`config.mk`:
```
export PLATFORM = sky130hd
export DESIGN_NAME = issue_queue
export DESIGN_NICKNAME = d
export VERILOG_FILES = /design/src/rtl/issue_queue.sv
export SDC_FILE = /design/constraint.sdc
export NUM_CORES = 1
export LEC_CHECK = 0
export BUFFER_PORTS_ARGS = -buffer_cell sky130_fd_sc_hd__buf_2
export CORE_ASPECT_RATIO = 2
export CORE_MARGIN = 2
export CORE_UTILIZATION = 55
export DETAILED_ROUTE_END_ITERATION = 10
export GPL_ROUTABILITY_DRIVEN = 0
export PLACE_DENSITY = 0.85
export SLEW_MARGIN = 5
export SYNTH_ARGS = -nofsm -noshare
export SYNTH_HDL_FRONTEND = slang
export SYNTH_SLANG_ARGS = --single-unit
```
`constraint.sdc`:
```
create_clock -name clock -period 7.9 [get_ports clock]
set_input_delay 0.395 -clock clock [delete_from_list [all_inputs] [get_ports clock]]
set_output_delay 0.395 -clock clock [all_outputs]
set_load 0.02 [all_outputs]
```
`src/rtl/issue_queue.sv`:
```
// issue_queue: buffers fetched instructions and issues the oldest eligible one.
// Tracks station tags per entry and compacts the queue on writeback.
module issue_queue #(
    parameter int DEPTH    = 8,
    parameter int PTR_BITS = 3,
    parameter int TAG_BITS = 6,
    parameter bit IN_ORDER = 1'b1
) (
    input  logic                clock,
    input  logic                reset,
    input  logic                fetch_valid,
    input  logic [31:0]         fetch_instr,
    output logic                fetch_ready,
    input  logic [7:0]          unit_available,
    output logic                issue,
    output logic [5:0]          operation,
    output logic [2:0]          execution_unit,
    output logic [4:0]          A_address,
    output logic [4:0]          B_address,
    output logic [4:0]          Dest_address,
    input  logic                issue_accept,
    input  logic [TAG_BITS-1:0] issue_tag,
    input  logic                exec_valid,
    input  logic [TAG_BITS-1:0] exec_tag,
    input  logic                done_valid,
    input  logic [TAG_BITS-1:0] done_tag,
    output logic [PTR_BITS:0]   count,
    output logic                protocol_error
);

    typedef struct packed {
        logic [31:0]         instr;
        logic [TAG_BITS-1:0] tag;
        logic                busy;
        logic                issued;
        logic                executed;
    } entry_t;

    localparam logic [PTR_BITS:0] FULL = (PTR_BITS+1)'(DEPTH);
    localparam logic [PTR_BITS:0] ONE  = (PTR_BITS+1)'(1);

    entry_t              q_r   [DEPTH];
    entry_t              q_mid [DEPTH];
    entry_t              q_nx  [DEPTH];
    logic [PTR_BITS:0]   count_r;
    logic [PTR_BITS:0]   count_nx;
    logic                perr_r;
    logic                perr_nx;
    logic [PTR_BITS-1:0] cand;
    logic                cand_found;
    logic                ex_hit;
    logic                dn_hit;
    int                  dn_idx;

    function automatic logic tag_hit(entry_t e, logic [TAG_BITS-1:0] t);
        return e.busy && e.issued && (e.tag == t);
    endfunction

    // In-order mode picks the oldest unissued entry regardless of its unit.
    always_comb begin
        cand       = '0;
        cand_found = 1'b0;
        for (int i = 0; i < DEPTH; i++) begin
            if (!cand_found && q_r[i].busy && !q_r[i].issued &&
                (IN_ORDER || unit_available[q_r[i].instr[31:29]])) begin
                cand_found = 1'b1;
                cand       = PTR_BITS'(i);
            end
        end
    end

    assign issue          = cand_found && unit_available[q_r[cand].instr[31:29]];
    assign operation      = issue ? q_r[cand].instr[31:26] : '0;
    assign execution_unit = issue ? q_r[cand].instr[31:29] : '0;
    assign A_address      = issue ? q_r[cand].instr[25:21] : '0;
    assign B_address      = issue ? q_r[cand].instr[20:16] : '0;
    assign Dest_address   = issue ? q_r[cand].instr[15:11] : '0;
    assign fetch_ready    = count_r < FULL;
    assign count          = count_r;
    assign protocol_error = perr_r;

    always_comb begin
        q_mid   = q_r;
        perr_nx = 1'b0;
        ex_hit  = 1'b0;
        dn_hit  = 1'b0;
        dn_idx  = 0;

        if (issue_accept) begin
            if (issue && issue_tag != '0) begin
                q_mid[cand].issued = 1'b1;
                q_mid[cand].tag    = issue_tag;
            end else begin
                perr_nx = 1'b1;
            end
        end

        if (exec_valid) begin
            for (int i = 0; i < DEPTH; i++) begin
                if (!ex_hit && tag_hit(q_r[i], exec_tag)) begin
                    ex_hit             = 1'b1;
                    q_mid[i].executed = 1'b1;
                end
            end
            if (!ex_hit) perr_nx = 1'b1;
        end

        if (done_valid) begin
            for (int i = 0; i < DEPTH; i++) begin
                if (!dn_hit && tag_hit(q_r[i], done_tag)) begin
                    dn_hit = 1'b1;
                    dn_idx = i;
                end
            end
            if (!dn_hit) perr_nx = 1'b1;
        end

        // Compaction works on post-issue state so same-edge issues move intact.
        q_nx     = q_mid;
        count_nx = count_r;
        if (dn_hit) begin
            for (int i = 0; i < DEPTH - 1; i++) begin
                if (i >= dn_idx) q_nx[i] = q_mid[i+1];
            end
            q_nx[DEPTH-1] = '0;
            count_nx      = count_r - ONE;
        end

        if (fetch_valid && fetch_ready) begin
            q_nx[count_nx[PTR_BITS-1:0]] = '{
                instr:    fetch_instr,
                tag:      '0,
                busy:     1'b1,
                issued:   1'b0,
                executed: 1'b0
            };
            count_nx = count_nx + ONE;
        end
    end

    always_ff @(posedge clock) begin
        if (reset) begin
            for (int i = 0; i < DEPTH; i++) q_r[i] <= '0;
            count_r <= '0;
            perr_r  <= 1'b0;
        end else begin
            for (int i = 0; i < DEPTH; i++) q_r[i] <= q_nx[i];
            count_r <= count_nx;
            perr_r  <= perr_nx;
        end
    end

endmodule

```
==> results of run 1 <==
## worst min-delay path, cell delays in order
cell	delay, ps
buf_2	150
nand2_1	70
a21oi_1	50
## placed cells by master, fill, tap and decap left out, types with 20 or more instances in the layout
cell type / Yosys / final
nand2_1: 184 / 183
o211ai_1: 20 / 20
xor2_1: 64 / 64
a21oi_1: 54 / 53
nor3_1: 20 / 20
nor4_1: 21 / 21
nor2_1: 196 / 196
buf_2: 4 / 82
mux2i_1: 104 / 104
a311oi_1: 64 / 64
dfxtp_1: 237 / 237
nand3_1: 27 / 27
nand2b_1: 30 / 30
o22ai_1: 51 / 51
xnor2_1: 38 / 38
buf_4: 5 / 20
a211oi_1: 134 / 134
clkbuf_16: 0 / 24
## worst max-delay path by stage
stage	from	to	slack, ps	cells past startpoint
finish	q_r[166]	q_r[294]	2400	12
global route	q_r[288]	q_r[293]	2250	12
CTS	q_r[166]	Dest_address[4]	2510	12
detailed placement	q_r[166]	q_r[294]	2550	12
global placement	q_r[166]	q_r[294]	2590	12
floorplan	q_r[166]	operation[3]	3990	13
## power by group
group / switching (mW) / total [mW] / internal, mW
clock network: 0.489 / 1.14 / 0.648
registers: 0.0295 / 1.26 / 1.23
logic: 0.270 / 0.400 / 0.130
total: 0.789 / 2.80 / 2.01
## kinds of logic after synthesis
family	count (synthesis)	synth area share, %
mux	111	8.56
flops	237	36.2
xor+xnor	102	6.81
compound gates	420	23.8
simple gates	553	19.1
fa+ha+maj	2	0.191
buf+inv	174	5.41
## final cells by class
cell class              instances  area [µm²]
well taps                     287         359
multi-input cells            1188        7740
clock buffers                  35         702
clock inverters                 7        71.3
inverters                      11        41.3
flip-flops and latches        237        4740
repair buffers                103         572
fillers                      2054        9390
## registers in the layout, summed over array words and instances, names as in the netlist
signal,cells
count,4
protocol_error,1
q_r,232
## through the flow
| stage | total power, mW | cell area, µm² |
|---|---|---|
| 2_1_floorplan | 1.56 | 13100 |
| 3_3_place_gp | 1.66 | 13500 |
| 3_5_place_dp | 1.67 | 13500 |
| 4_1_cts | 2.79 | 14200 |
| 5_1_grt | 2.87 | 14200 |
| 6_report | 2.80 | 14200 |
## per-layer routing
metal | part of all wire [%] | wire [µm]
met3 | 11 | 4760
met5 | 0.029 | 12
met2 | 47 | 19500
met1 | 36 | 15100
met4 | 6.0 | 2490
==> key figures, run 1 <==
Status
  – Status: complete, but fails checks
  – Violations in the final reports: DRC

Worst setup path
  – Slowest Stage Delay on Critical Path: roughly 730 ps
  – Type of destination of the critical path: register
  – Number of cells on the worst reg-to-reg path: 12
  – Type of the worst setup path: register to register
  – Critical R2R Launch: q_r[166]
  – Required time of the worst setup path: between 8000 and 9000 ps
  – Master of the slowest instance on the critical path: or2_2
  – Cell type group with the largest total delay on the critical path: simple AND/OR/NAND/NOR gates
  – Arrival time worst endpoint: roughly 5900 ps
  – Cell-by-cell listing of the critical path: nor2b_2 -> or4_4 -> o32ai_4 -> or2_2 -> mux2_4 -> or2_1 -> mux2i_1 -> a211oi_2 -> or2_1 -> nand4_2 -> mux2_1 -> o211a_1
  – Setup slack, reg-to-reg: around 2400 ps
  – Worst Setup Start Kind: register
  – Crit Path Max Fanout: 29
  – Worst r2r dst: q_r[294]
  – Crit path buffers/inverters: 0
  – Cell with the most instances on the worst path: or2_1

Drt
  – First DRT Iteration DRCs: 1827
  – Count of antenna-violating nets left after detailed routing: 0
  – Number of detailed-routing iterations run before antenna repair: 8
  – Final Routed Wirelength: approximately 42000 µm
  – Via-to-Cell Ratio: ~6.8
  – Average wire length per cell after detail routing: about 22 µm
  – Post-detailed-route DRC marker count: 5
  – Via count: about 13000

Synth
  – Number of flops mapped to enable cells by yosys: 0
  – Share of async-settable or async-resettable flops after synthesis: 0%
  – Avg Inst Size Synth: between 8 and 9 µm²
  – Most used DFF post-synth: dfxtp_1
  – Synth cell types: 67
  – Syn Inst Count: 1599
  – Top cell types by occurrence after synthesis: dfxtp_1, nor2_1, nand2_1
  – Count of state elements after synthesis: 237
  – Area share of the leading cell type in the synthesized netlist: between 30% and 40%
  – Post-synthesis cell area: 0.0131 mm²
  – Share of synthesized area occupied by flip-flops and latches: between 30% and 40%
  – Dominant cell type by area after synthesis: dfxtp_1
  – Biggest area contributors in the synthesized netlist: dfxtp_1, mux2i_1, a211oi_1
  – Most frequent cell after synthesis: dfxtp_1
  – Synthesized net count: around 1700
  – Synthesis warning total: 0

Floorplanning
  – Number of ports placed on the die boundary: 95
  – Chip width: approximately 110 µm
  – Area of the core: 0.0236 mm²
  – Starting density of the core: ~56%
  – Number of standard-cell rows in the floorplan: 80
  – Total Die Area: 0.0252 mm²
  – Chip Height: about 220 µm

Clock network
  – Clock-pin slew on the worst setup and hold paths: ~70 ps
  – Total number of clock tree sinks: between 200 and 250
  – CTS hold repair buffers: 0
  – CTS H-tree depth: 1
  – CTS-repair resized insts: 0
  – Clock buffer depth: 3
  – Count of buffers added by post-CTS timing repair for setup: 0
  – Clock latency on the worst-skew pair: 530 ps
  – Clock root buffer: clkbuf_16
  – CTS tree: done
  – CTS buffer count: 24

Place
  – Worst setup slack before clock tree synthesis: between 2000 and 3000 ps
  – Number of cells in the design after placement: around 1800
  – Half-perimeter wire length of the detailed placement result: 25100 µm
  – PortBufs: 83

Final layout
  – Number of diodes: 0
  – Post-route core utilization: between 60 and 70%
  – Final layout net count: roughly 1600
  – Filler-free cell count of the finished design: 1868
  – P&R area growth vs syn: 8.46%
  – Fraction of layout cells with a size suffix above 1: between 10 and 15%

STA
  – Shortest clock period the worst path allows after layout: about 5500 ps
  – Worst Slack Setup Final: between 2000 and 2500 ps
  – Final period utilization: 69.6%
  – Endpoints failing setup: 0
  – Worst-case headroom to the max-slew limit: a little over a tenth
  – Final setup TNS: 0 ps
  – Unrepaired setup endpoints after global routing: false
  – Final worst hold slack: between 150 and 200 ps
  – Tightest Pin Transition: around 1300 ps
  – Max frequency: around 180 MHz
  – Final number of hold-violating endpoints: 0
  – Setup skew after layout: ~15 ps
  – Final Max Tran Viols: 0

Worst hold path
  – Cell depth of the worst min-delay path: 3
  – Worst min path class: input port to register
  – Hold Path End: q_r[39]
  – Startpoint of the lowest-slack hold path: fetch_instr[30]

Pwr
  – Power density over the cells: ~200 mW/mm²
  – Lkg Pwr: around 5.7 nW
  – Max rail drop VDD: roughly 0.00020 V

Global route
  – Number of antenna violations at the first check in global routing: 1
  – Overall global routing resource usage: 32.1%
  – Pin count of the biggest net entering global routing: roughly 110
  – M2 GR Usage: 52.8%
  – Number of global-route vias before repair: about 12000
  – Overflow left after global routing: 0
  – Met1 usage in global routing: approximately two fifths
  – Routing usage on met3: under 10%
  – Wire length of the first global-routing pass: roughly 65000 µm
  – GR peak layer: met2

Job
  – Number of max-cap violations: 0
(Power assumes the default switching activity.)
==> run 2, diff against run 1 <==
Clock period 7.9 ns to 5.6 ns, I/O delays scaled along.
==> key figures, run 2 (synthesized netlist as in run 1, its figures left out) <==
STA
  – Setup skew after layout: 30.4 ps (+15.2 ps)
  – Max frequency: roughly 200 MHz
  – Final Max Tran Viols: 0 (unchanged)
  – Unrepaired setup endpoints after global routing: false
  – Final setup TNS: 0 ps (unchanged)
  – Final number of hold-violating endpoints: 0 (unchanged)
  – Tightest Pin Transition: 1360 ps (+23.8 ps)
  – Endpoints failing setup: 0 (unchanged)
  – Worst-case headroom to the max-slew limit: 9.25% (-1.4 points)
  – Worst Slack Setup Final: 487 ps (-1920 ps)
  – Final period utilization: approximately 90%
  – Shortest clock period the worst path allows after layout: 5110 ps

Floorplanning
  – Number of standard-cell rows in the floorplan: 80 (unchanged)
  – Chip Height: 222 µm (unchanged)
  – Area of the core: 0.0236 mm² (unchanged)
  – Chip width: 113 µm (unchanged)
  – Number of ports placed on the die boundary: 95 (unchanged)
  – Starting density of the core: 55.5% (unchanged)
  – Total Die Area: 0.0252 mm² (unchanged)

Worst setup path
  – Arrival time worst endpoint: 4830 ps (-1090 ps)
  – Required time of the worst setup path: 5320 ps (-3010 ps)
  – Cell with the most instances on the worst path: a211oi_2
  – Cell-by-cell listing of the critical path: and2b_1 -> or4_4 -> or3_1 -> a211oi_2 -> or2_1 -> mux2i_1 -> a211oi_2 -> o21ai_2 -> buf_4 -> nor3_1 -> buf_2
  – Master of the slowest instance on the critical path: or3_1
  – Crit Path Max Fanout: 22 (-24%)
  – Worst Setup Start Kind: register
  – Type of the worst setup path: register to output pin
  – Type of destination of the critical path: output pin
  – Slowest Stage Delay on Critical Path: 850 ps (+120 ps)

Drt
  – Uppermost layer routed: met4
  – Met3 wirelength from detailed routing: 4370 µm (-8.2%)
  – Metal1 wirelength: 15400 µm (+1.9%)
  – Via count: 12828 (+0.64%)
  – First DRT Iteration DRCs: 1386 (-24%)
  – Detailed route wirelength on metal2: 19500 µm (about the same)
  – Via-to-Cell Ratio: 6.82 (about the same)
  – Post-detailed-route DRC marker count: 10 (+5)
  – Average wire length per cell after detail routing: 22.2 µm (-0.94%)
  – Number of detailed-routing iterations run before antenna repair: 9 (+1)
  – Count of antenna-violating nets left after detailed routing: 0 (unchanged)
  – Final Routed Wirelength: 41700 µm (-0.25%)

Global route
  – Overflow left after global routing: 0 (unchanged)
  – Overall global routing resource usage: 32.2% (+0.072 points)
  – Pin count of the biggest net entering global routing: 104 (-3.7%)
  – Wire length of the first global-routing pass: 65700 µm (+1.1%)
  – Number of antenna violations at the first check in global routing: 0 (-1)
  – Number of global-route vias before repair: 12614 (+1.8%)

Final layout
  – Post-route core utilization: 61.0% (+0.72 points)
  – Most common cell after layout, fill and taps aside: dfxtp_1
  – Area of combinational cells with multiple inputs: 0.00774 mm² (unchanged)
  – Register bank with the most flops: q_r
  – Flip-flop count of the largest register after layout: 232 (unchanged)
  – Total area of sequential cells: 0.00474 mm² (unchanged)
  – Fraction of layout cells with a size suffix above 1: 12.2% (+0.98 points)
  – P&R area growth vs syn: 9.75%
  – Final layout net count: 1642 (+0.67%)
  – Filler cell count: 1987 (-3.3%)
  – Most frequent cells in the layout: dfxtp_1, nor2_1, nand2_1

Clock network
  – Count of buffers added by post-CTS timing repair for setup: 0 (unchanged)
  – Clock-pin slew on the worst setup and hold paths: 70 ps (about the same)
  – Clock root buffer: clkbuf_16
  – Clock buffer depth: 3 (unchanged)
  – CTS H-tree depth: 1 (unchanged)
  – CTS hold repair buffers: 0 (unchanged)
  – Clock latency on the worst-skew pair: 550 ps (+20 ps)
  – Total number of clock tree sinks: 237 (unchanged)
  – CTS-repair resized insts: 0 (unchanged)
  – CTS tree: done
  – CTS buffer count: 23 (-4.2%)

Place
  – Half-perimeter wire length of the detailed placement result: 25700 µm (+2.5%)
  – Worst setup slack before clock tree synthesis: 839 ps (-1710 ps)
  – PortBufs: 83 (unchanged)

Status
  – Violations in the final reports: DRC
  – Status: complete, but fails checks

Pwr
  – Lkg Pwr: 5.83 nW (+1.5%)
  – Power density over the cells: 285 mW/mm² (+45%)
  – Max rail drop VDD: 0.000294 V (+50%)

Job
  – Number of max-cap violations: 0 (unchanged)

Worst hold path
  – Worst min path class: input port to register
-- run 2: changes by cell type in the layout (fill, tap and decap cells not counted), sizes merged --
cell / previous run / this run
inv: 11 / 12
clkinvlp: 0 / 4
diode: 0 / 1
clkbuf: 35 / 26
bufinv: 1 / 5
buf: 103 / 115
-- run 2: worst paths after layout --
path,start,to,slack (ps),depth (start not counted)
min,fetch_instr[16],q_r[25],50,3
min reg2reg,q_r[24],q_r[24],480,2
max,q_r[288],A_address[4],490,11
max reg2reg,q_r[288],q_r[294],700,12
-- run 2: area by class of cell --
type | instances | share of cell area, %
Antenna cell | 1 | 0.0174
Multi-Input combinational cell | 1188 | 53.8
Sequential cell | 237 | 32.9
Inverter | 11 | 0.287
Tap cell | 287 | 2.49
Clock inverter | 16 | 1.62
Clock buffer | 26 | 4.28
Timing Repair Buffer | 115 | 4.60
-- run 2: worst max-delay path, delay by kind of cell, from the launching register on --
family / cells / cell delay [ps]
compound gates: 3 / 950
buf+inv: 2 / 530
flops: 1 / 350
mux: 1 / 140
simple gates: 5 / 2330
-- run 2: power by group --
group / total (mW) / internal, mW / switching (mW)
clock: 1.75 / 1.03 / 0.722
sequential: 1.78 / 1.74 / 0.0403
combinational: 0.572 / 0.189 / 0.383
total: 4.10 / 2.96 / 1.15
-- run 2: through the flow --
| stage | cells | hold slack [ps] | power, mW | cell area (µm²) |
|---|---|---|---|---|
| 2_1_floorplan | 1599 | 420 | 2.20 | 13100 |
| 3_3_place_gp | 1838 | 467 | 2.35 | 13500 |
| 3_5_place_dp | 1838 | 474 | 2.36 | 13500 |
| 4_1_cts | 1880 | 44.8 | 4.09 | 14400 |
| 5_1_grt | 1880 | 67.4 | 4.20 | 14400 |
| 6_report | 1881 | 48.5 | 4.10 | 14400 |
-- run 2: metal layers --
metal	vias up	track usage (%)
met5	-	0
met4	0	19.2
met3	231	5.48
met2	818	52.7
met1	6004	39.1
li1	5775	-
